## config.mk

```make
export PLATFORM = sky130hd
export DESIGN_NAME = alu_share_arbiter_flat
export DESIGN_NICKNAME = d
export VERILOG_FILES = /design/src/rtl/alu_share_arbiter_if.sv /design/src/rtl/alu_share_arbiter.sv /design/src/flat_wrapper.sv
export SDC_FILE = /design/constraint.sdc
export NUM_CORES = 1
export LEC_CHECK = 0
export CAP_MARGIN = 15
export CORE_AREA = 5 5 111 113
export CTS_BUF_LIST = sky130_fd_sc_hd__clkbuf_2 sky130_fd_sc_hd__clkbuf_4 sky130_fd_sc_hd__clkbuf_8
export DETAILED_ROUTE_END_ITERATION = 8
export DIE_AREA = 0 0 116 118
export PLACE_DENSITY_LB_ADDON = 0.15
export SYNTH_ARGS = -nofsm -noshare
export SYNTH_HDL_FRONTEND = slang
export SYNTH_SLANG_ARGS = --single-unit
```

## constraint.sdc

```tcl
create_clock -name i_clk -period 3.5 [get_ports i_clk]
set_clock_uncertainty 0.05 [all_clocks]
set_input_delay 0.525 -clock i_clk [delete_from_list [all_inputs] [get_ports i_clk]]
set_output_delay 0.525 -clock i_clk [all_outputs]
set_load 0.005 [all_outputs]
```

## src/rtl/alu_share_arbiter_if.sv

```systemverilog
// Request/response bundle between the two ALU requesters and the shared-ALU arbiter.
// The arbiter uses the slave view and each requester drives through the master view.
interface alu_share_arbiter_if #(
    parameter int DATA_W = 32,
    parameter int OP_W   = 4
);
    logic              req0_valid;
    logic              req0_ready;
    logic [OP_W-1:0]   req0_op;
    logic [DATA_W-1:0] req0_a;
    logic [DATA_W-1:0] req0_b;
    logic              req1_valid;
    logic              req1_ready;
    logic [OP_W-1:0]   req1_op;
    logic [DATA_W-1:0] req1_a;
    logic [DATA_W-1:0] req1_b;
    logic              rsp0_valid;
    logic              rsp0_ready;
    logic              rsp1_valid;
    logic              rsp1_ready;
    logic [DATA_W-1:0] rsp_result;
    logic              rsp_cout;
    logic              rsp_of;
    logic              rsp_z;
    logic              rsp_err;

    modport slave (
        input  req0_valid, req0_op, req0_a, req0_b,
        input  req1_valid, req1_op, req1_a, req1_b,
        input  rsp0_ready, rsp1_ready,
        output req0_ready, req1_ready,
        output rsp0_valid, rsp1_valid,
        output rsp_result, rsp_cout, rsp_of, rsp_z, rsp_err
    );

    modport master (
        output req0_valid, req0_op, req0_a, req0_b,
        output req1_valid, req1_op, req1_a, req1_b,
        output rsp0_ready, rsp1_ready,
        input  req0_ready, req1_ready,
        input  rsp0_valid, rsp1_valid,
        input  rsp_result, rsp_cout, rsp_of, rsp_z, rsp_err
    );
endinterface

```

## src/rtl/alu_share_arbiter.sv

```systemverilog
// Round-robin share of one combinational ALU between two requesters; one operation in
// flight at a time, with operands registered in front of the ALU and results behind it.
module alu_share_arbiter #(
    parameter int DATA_W = 32,
    parameter int OP_W   = 4
) (
    input  logic              i_clk,
    input  logic              i_rst_n,
    alu_share_arbiter_if.slave bus,
    output logic [OP_W-1:0]   o_alu_op,
    output logic [DATA_W-1:0] o_alu_in1,
    output logic [DATA_W-1:0] o_alu_in2,
    input  logic [DATA_W-1:0] i_alu_result,
    input  logic              i_alu_cout,
    input  logic              i_alu_of
);
    localparam logic [OP_W-1:0] LAST_LEGAL_OP = OP_W'(9);

    typedef enum logic [1:0] {ST_IDLE, ST_EXEC, ST_RESP} state_t;

    state_t            r_state;
    logic              r_last_grant;
    logic              r_grant;
    logic [OP_W-1:0]   r_op;
    logic [DATA_W-1:0] r_a;
    logic [DATA_W-1:0] r_b;
    logic [DATA_W-1:0] r_result;
    logic              r_cout;
    logic              r_of;
    logic              r_z;
    logic              r_err;
    logic              r_rsp0_valid;
    logic              r_rsp1_valid;

    logic w_idle;
    logic w_grant0;
    logic w_grant1;
    logic w_illegal;
    logic w_rsp_done;

    // r_last_grant=1 means port 1 was served last, so port 0 wins the next tie.
    assign w_idle     = i_rst_n && (r_state == ST_IDLE);
    assign w_grant0   = w_idle && bus.req0_valid && (!bus.req1_valid || r_last_grant);
    assign w_grant1   = w_idle && bus.req1_valid && (!bus.req0_valid || !r_last_grant);
    assign w_illegal  = (r_op > LAST_LEGAL_OP);
    assign w_rsp_done = (r_rsp0_valid && bus.rsp0_ready) || (r_rsp1_valid && bus.rsp1_ready);

    assign bus.req0_ready = w_grant0;
    assign bus.req1_ready = w_grant1;
    assign bus.rsp0_valid = r_rsp0_valid;
    assign bus.rsp1_valid = r_rsp1_valid;
    assign bus.rsp_result = r_result;
    assign bus.rsp_cout   = r_cout;
    assign bus.rsp_of     = r_of;
    assign bus.rsp_z      = r_z;
    assign bus.rsp_err    = r_err;

    assign o_alu_op  = r_op;
    assign o_alu_in1 = r_a;
    assign o_alu_in2 = r_b;

    always_ff @(posedge i_clk) begin
        if (!i_rst_n) begin
            r_state      <= ST_IDLE;
            r_last_grant <= 1'b1;
            r_grant      <= 1'b0;
            r_op         <= '0;
            r_a          <= '0;
            r_b          <= '0;
            r_result     <= '0;
            r_cout       <= 1'b0;
            r_of         <= 1'b0;
            r_z          <= 1'b0;
            r_err        <= 1'b0;
            r_rsp0_valid <= 1'b0;
            r_rsp1_valid <= 1'b0;
        end else begin
            case (r_state)
                ST_IDLE: begin
                    if (w_grant0 || w_grant1) begin
                        r_grant <= w_grant1;
                        r_op    <= w_grant1 ? bus.req1_op : bus.req0_op;
                        r_a     <= w_grant1 ? bus.req1_a  : bus.req0_a;
                        r_b     <= w_grant1 ? bus.req1_b  : bus.req0_b;
                        r_state <= ST_EXEC;
                    end
                end
                ST_EXEC: begin
                    // Illegal opcodes ignore whatever the ALU produced.
                    r_result     <= w_illegal ? '0 : i_alu_result;
                    r_cout       <= !w_illegal && i_alu_cout;
                    r_of         <= !w_illegal && i_alu_of;
                    r_z          <= w_illegal || (i_alu_result == '0);
                    r_err        <= w_illegal;
                    r_rsp0_valid <= !r_grant;
                    r_rsp1_valid <= r_grant;
                    r_state      <= ST_RESP;
                end
                ST_RESP: begin
                    if (w_rsp_done) begin
                        r_rsp0_valid <= 1'b0;
                        r_rsp1_valid <= 1'b0;
                        r_last_grant <= r_grant;
                        r_state      <= ST_IDLE;
                    end
                end
                default: r_state <= ST_IDLE;
            endcase
        end
    end
endmodule
```

## src/flat_wrapper.sv

```systemverilog
// flat-port wrapper written by rule: the top's interface ports become plain ports
module alu_share_arbiter_flat 
#(
    parameter int DATA_W = 32,
    parameter int OP_W   = 4
)
  (i_clk, i_rst_n, o_alu_op, o_alu_in1, o_alu_in2, i_alu_result, i_alu_cout, i_alu_of, bus_req0_valid, bus_req0_op, bus_req0_a, bus_req0_b, bus_req1_valid, bus_req1_op, bus_req1_a, bus_req1_b, bus_rsp0_ready, bus_rsp1_ready, bus_req0_ready, bus_req1_ready, bus_rsp0_valid, bus_rsp1_valid, bus_rsp_result, bus_rsp_cout, bus_rsp_of, bus_rsp_z, bus_rsp_err);
  alu_share_arbiter_if #(.DATA_W(DATA_W), .OP_W(OP_W)) bus_i ();
  input  logic i_clk;
  input  logic i_rst_n;
  output logic [OP_W-1:0] o_alu_op;
  output logic [DATA_W-1:0] o_alu_in1;
  output logic [DATA_W-1:0] o_alu_in2;
  input  logic [DATA_W-1:0] i_alu_result;
  input  logic i_alu_cout;
  input  logic i_alu_of;
  input wire logic [$bits(bus_i.req0_valid)-1:0] bus_req0_valid;
  input wire logic [$bits(bus_i.req0_op)-1:0] bus_req0_op;
  input wire logic [$bits(bus_i.req0_a)-1:0] bus_req0_a;
  input wire logic [$bits(bus_i.req0_b)-1:0] bus_req0_b;
  input wire logic [$bits(bus_i.req1_valid)-1:0] bus_req1_valid;
  input wire logic [$bits(bus_i.req1_op)-1:0] bus_req1_op;
  input wire logic [$bits(bus_i.req1_a)-1:0] bus_req1_a;
  input wire logic [$bits(bus_i.req1_b)-1:0] bus_req1_b;
  input wire logic [$bits(bus_i.rsp0_ready)-1:0] bus_rsp0_ready;
  input wire logic [$bits(bus_i.rsp1_ready)-1:0] bus_rsp1_ready;
  output wire logic [$bits(bus_i.req0_ready)-1:0] bus_req0_ready;
  output wire logic [$bits(bus_i.req1_ready)-1:0] bus_req1_ready;
  output wire logic [$bits(bus_i.rsp0_valid)-1:0] bus_rsp0_valid;
  output wire logic [$bits(bus_i.rsp1_valid)-1:0] bus_rsp1_valid;
  output wire logic [$bits(bus_i.rsp_result)-1:0] bus_rsp_result;
  output wire logic [$bits(bus_i.rsp_cout)-1:0] bus_rsp_cout;
  output wire logic [$bits(bus_i.rsp_of)-1:0] bus_rsp_of;
  output wire logic [$bits(bus_i.rsp_z)-1:0] bus_rsp_z;
  output wire logic [$bits(bus_i.rsp_err)-1:0] bus_rsp_err;
  assign bus_i.req0_valid = bus_req0_valid;
  assign bus_i.req0_op = bus_req0_op;
  assign bus_i.req0_a = bus_req0_a;
  assign bus_i.req0_b = bus_req0_b;
  assign bus_i.req1_valid = bus_req1_valid;
  assign bus_i.req1_op = bus_req1_op;
  assign bus_i.req1_a = bus_req1_a;
  assign bus_i.req1_b = bus_req1_b;
  assign bus_i.rsp0_ready = bus_rsp0_ready;
  assign bus_i.rsp1_ready = bus_rsp1_ready;
  assign bus_req0_ready = bus_i.req0_ready;
  assign bus_req1_ready = bus_i.req1_ready;
  assign bus_rsp0_valid = bus_i.rsp0_valid;
  assign bus_rsp1_valid = bus_i.rsp1_valid;
  assign bus_rsp_result = bus_i.rsp_result;
  assign bus_rsp_cout = bus_i.rsp_cout;
  assign bus_rsp_of = bus_i.rsp_of;
  assign bus_rsp_z = bus_i.rsp_z;
  assign bus_rsp_err = bus_i.rsp_err;
  alu_share_arbiter #(.DATA_W(DATA_W), .OP_W(OP_W)) u_core (.i_clk(i_clk), .i_rst_n(i_rst_n), .bus(bus_i), .o_alu_op(o_alu_op), .o_alu_in1(o_alu_in1), .o_alu_in2(o_alu_in2), .i_alu_result(i_alu_result), .i_alu_cout(i_alu_cout), .i_alu_of(i_alu_of));
endmodule
```

==> metrics.sh <==
CLOCK_TREE.HTREE_LEVEL_COUNT=3
GLOBAL_ROUTE.USAGE.TOTAL_PCT=22.7
NFILLCELLS=956
SYN-CELL-AREA_MM2=0.00446
HP-CLASS='reg -> reg'
PLACE.GP.CONGESTION=0.801
HOLDCRITSTARTPOINT='u_core.r_grant$_SDFFE_PN0P_'
GRT_MAX_DEGREE=139
SETUP_SLACK_NS=1.14
SYNTH.FF_LATCH_COUNT=110
FINAL_CORE_UTIL_PCT=66.5
CORE-AREA_MM2=0.0112
CPMAXSTAGEDELAYCELL='clkdlybuf4s50_1'
R2R_SETUP_SLACK_NS=1.55
WORST-R2R-CELL-COUNT=6
AREA.SEQUENTIAL_MM2=0.00220
R2R_END='u_core.o_alu_in1[0]$_SDFFE_PN0P_'
CP_DATA_REQUIRED_TIME_NS=2.92
MAXSLEWHEADROOM_PCT=40.9
CTS_BUFS_INSERTED=9
SETUP_VIOLATIONS=0
ROUTED_WIRE_LENGTH_PER_INSTANCE_UM=17.2
FP.DIEAREA_MM2=0.0137
FINAL.PERIOD_UTILIZATION_PCT=67.3
TIMING.CRITICAL_PATH.FROM='bus_req1_valid'
PEAK_FANOUT_ALONG_THE_CRITICAL_PATH=2
POSTROUTEANTENNANETS=0
DRT_PASS1_ITERATIONS=4
POST_DRT_VIA_CELL_RATIO=5.30
CHIPWIDTH_UM=116
TIMING.MAX_CAP.VIOLATIONS=0
POSTCTSSETUPREPAIRBUFS=0
HOLD_VIOLATIONS=0
CRITPATHMOSTFREQUENTCELL='clkdlybuf4s50_1'
ANTENNA_FOUND_INITIAL=1
YOSYSSEQAREASHARE_PCT=49.3
NUMBER_OF_GLOBAL_ROUTE_VIAS_BEFORE_REPAIR=4988
FINAL_PERIOD_MINUS_WORST_SETUP_SLACK_NS=2.36
TIMING_WORST_SETUP_PATH_TYPE='in -> out'
RUN_STATUS='finished clean'
CTS.PATH.MAX_BUFFERS=2
VDD_DROP_MAX_V=0.000190
FIN_AREA_MM2=0.00747
SYN_TO_LAYOUT_AREA_DELTA_PCT=67.3
DRT-INITIAL-DRC-COUNT=384
FINAL_COMMON_CELL='clkdlybuf4s50_1'
TIMING.CRITICAL_PATH.MAX_DELAY_FAMILY='buffers and inverters'
WORST_ENDPOINT_DATA_ARRIVAL_TIME_NS=1.78
PLACEMENT.CELL_AREA_MM2=0.00726
TIGHTESTPINTRANSITION_NS=0.886
LEAKAGEPOWER_nW=2.59
TOTAL_NUMBER_OF_NETS_IN_THE_FINAL_DESIGN=966
DP_HPWL_UM=11700
TYPE_OF_ELEMENT_CAPTURING_THE_CRITICAL_PATH='primary output'
DP_WORST_SETUP_SLACK_NS=0.830
CRITICAL_PATH_CELL_COUNT=5
MULTIINPUTGATEAREA_MM2=0.00200
CLOCK_SINK_COUNT=110
CTS_ROOT_BUFFER='clkbuf_8'
SYN_AVG_CELL_AREA_UM2=8.30
INSERTION_DELAY_NS=0.36
MOSTFREQUENTLAYOUTCELLS='clkdlybuf4s50_1 (282), nand2_1 (142), dfxtp_1 (110)'
POST_CTS_GATE_RESIZE_COUNT=0
SYNTH-WARNING-COUNT=0
DETAIL_ROUTE.DRC_VIOLATIONS=0
GRT_PASS1_WL_UM=24900
POWER_mW=2.88
FMAX_MHz=424
STD_CELL_ROWS=39
START_UTIL_PCT=39.8
FIN_TNS_SETUP_NS=0
ROUTE.VIAS.TOTAL=4979
CLK_PIN_SLEW_NS=0.10
GRT.OVERFLOW.TOTAL=0
FINAL_LAYOUT_SIZE_SUFFIX_GT1_SHARE_PCT=3.52
RR_STARTPOINT='u_core.r_state[1]$_SDFFE_PN0P_'
TIMING.CRITICAL_PATH.BUF_INV=3
POSTSYNTHCELLCOUNT=538
CRITICAL_PATH.CELL_CHAIN='clkdlybuf4s50_1, nand2b_1, nand3_2, clkinv_2, clkdlybuf4s50_1'
HOLD_END='u_core.r_grant$_SDFFE_PN0P_'
PWR_DENSITY_CELL_mW_PER_MM2=386
DIE-HEIGHT_UM=118
CTS-HOLD-FIX-BUFFERS=0
CRIT_PATH_START_KIND='input pin'
SETUP_REPAIR_AFTER_GLOBAL_ROUTING_MISSED_ITS_MARGIN='no'
SYN-NUM-NETS=714
FLOORPLAN.IO_PINS=284
WORST_HOLD_PATH.NUM_CELLS=2
PORT_BUFFERS=283
ROUTE.FINAL.WIRE_LENGTH_UM=16200
YOSYS.CELL_TYPES.COUNT=28
REPORT.FINAL.SLEW_VIOL_COUNT=0
TRITONCTS='built'
CRIT_PATH_MAX_INCR_DELAY_NS=0.52
## where the power goes
| part | total (mW) | internal [mW] | leakage (nW) | switching (mW) |
|---|---|---|---|---|
| clock | 0.714 | 0.287 | 0.0927 | 0.427 |
| combinational | 0.744 | 0.449 | 1.60 | 0.294 |
| sequential | 1.42 | 1.36 | 0.901 | 0.0612 |
## worst register-to-register path, cell delays in order (launching register included)
cell      delay [ns]
dfxtp_1         0.37
nor3b_4         0.29
nand3_2         0.14
clkinv_2        0.07
buf_4           0.58
nand2_1         0.19
a31oi_1         0.21
## worst max path at each step
stage | end | slack, ns
6_report | bus_req0_ready | 1.14
3_5_place_dp | u_core.o_alu_in2[3]$_SDFFE_PN0P_ | 0.83
5_1_grt | bus_req1_ready | 1.08
4_1_cts | bus_req0_ready | 1.12
3_3_place_gp | u_core.o_alu_in2[8]$_SDFFE_PN0P_ | 0.93
2_1_floorplan | bus_req1_ready | 1.53
## flip-flops by register name (all words and copies together) (netlist names)
signal,cells
u_core.o_alu_op,4
u_core.bus.rsp_cout,1
u_core.r_grant,1
u_core.o_alu_in1,32
u_core.r_last_grant,1
u_core.bus.rsp_of,1
u_core.o_alu_in2,32
u_core.bus.rsp_result,32
u_core.r_state,2
u_core.bus.rsp1_valid,1
u_core.bus.rsp_z,1
u_core.bus.rsp_err,1
u_core.bus.rsp0_valid,1
## synthesized netlist by cell type, drive strengths merged
cell type  count  area, um^2
nand4          2        12.5
nand2        142         533
a31oi         68         425
a21boi         1        7.51
dfxtp        110        2200
nor2           3        18.8
buf           19         146
nor2b         35         219
a21oi          1        5.00
nor4           8        50.1
inv            1        3.75
nand3          2        20.0
nand3b         1        7.51
clkinv         1        5.00
o21ai         72         360
clkbuf        29         113
nand2b         3        18.8
o21a           1        7.51
nor3b          2        26.3
mux2i          1        10.0
a22oi         35         263
o211a          1        10.0
## final cells by class
class	count	share of cell area [%]
diodes	1	0.0335
flip-flops and latches	110	29.5
clock buffers	11	1.94
repair buffers	289	38.7
clock inverters	5	0.469
multi-input cells	378	26.8
inverters	2	0.117
well taps	143	2.40
## through the flow
stage / hold WS [ns] / instances
finish: 0.430 / 939
CTS: 0.434 / 937
global placement: 0.410 / 921
floorplan: 0.399 / 538
detailed placement: 0.419 / 921
global route: 0.450 / 939
## metal layers
metal  part of all wire [%]  global-route usage, %
met5                      0                      0
met4                    4.1                   11.6
met3                    9.8                   7.20
met2                     49                   38.9
met1                     37                   24.8
## kinds of logic (layout without fill, tap and decap cells)
kind of cell           after synthesis  in the layout  share of synthesized area, %
DFF                                110            110                          49.3
and+or+nand+nor                    198            198                          20.3
AOI/OAI and AO/OA                  179            179                          24.2
muxes                                1              1                         0.224
other                                0              1                             0
buffers and inverters               50            307                          6.00
Power figures use the tool's default switching activity.
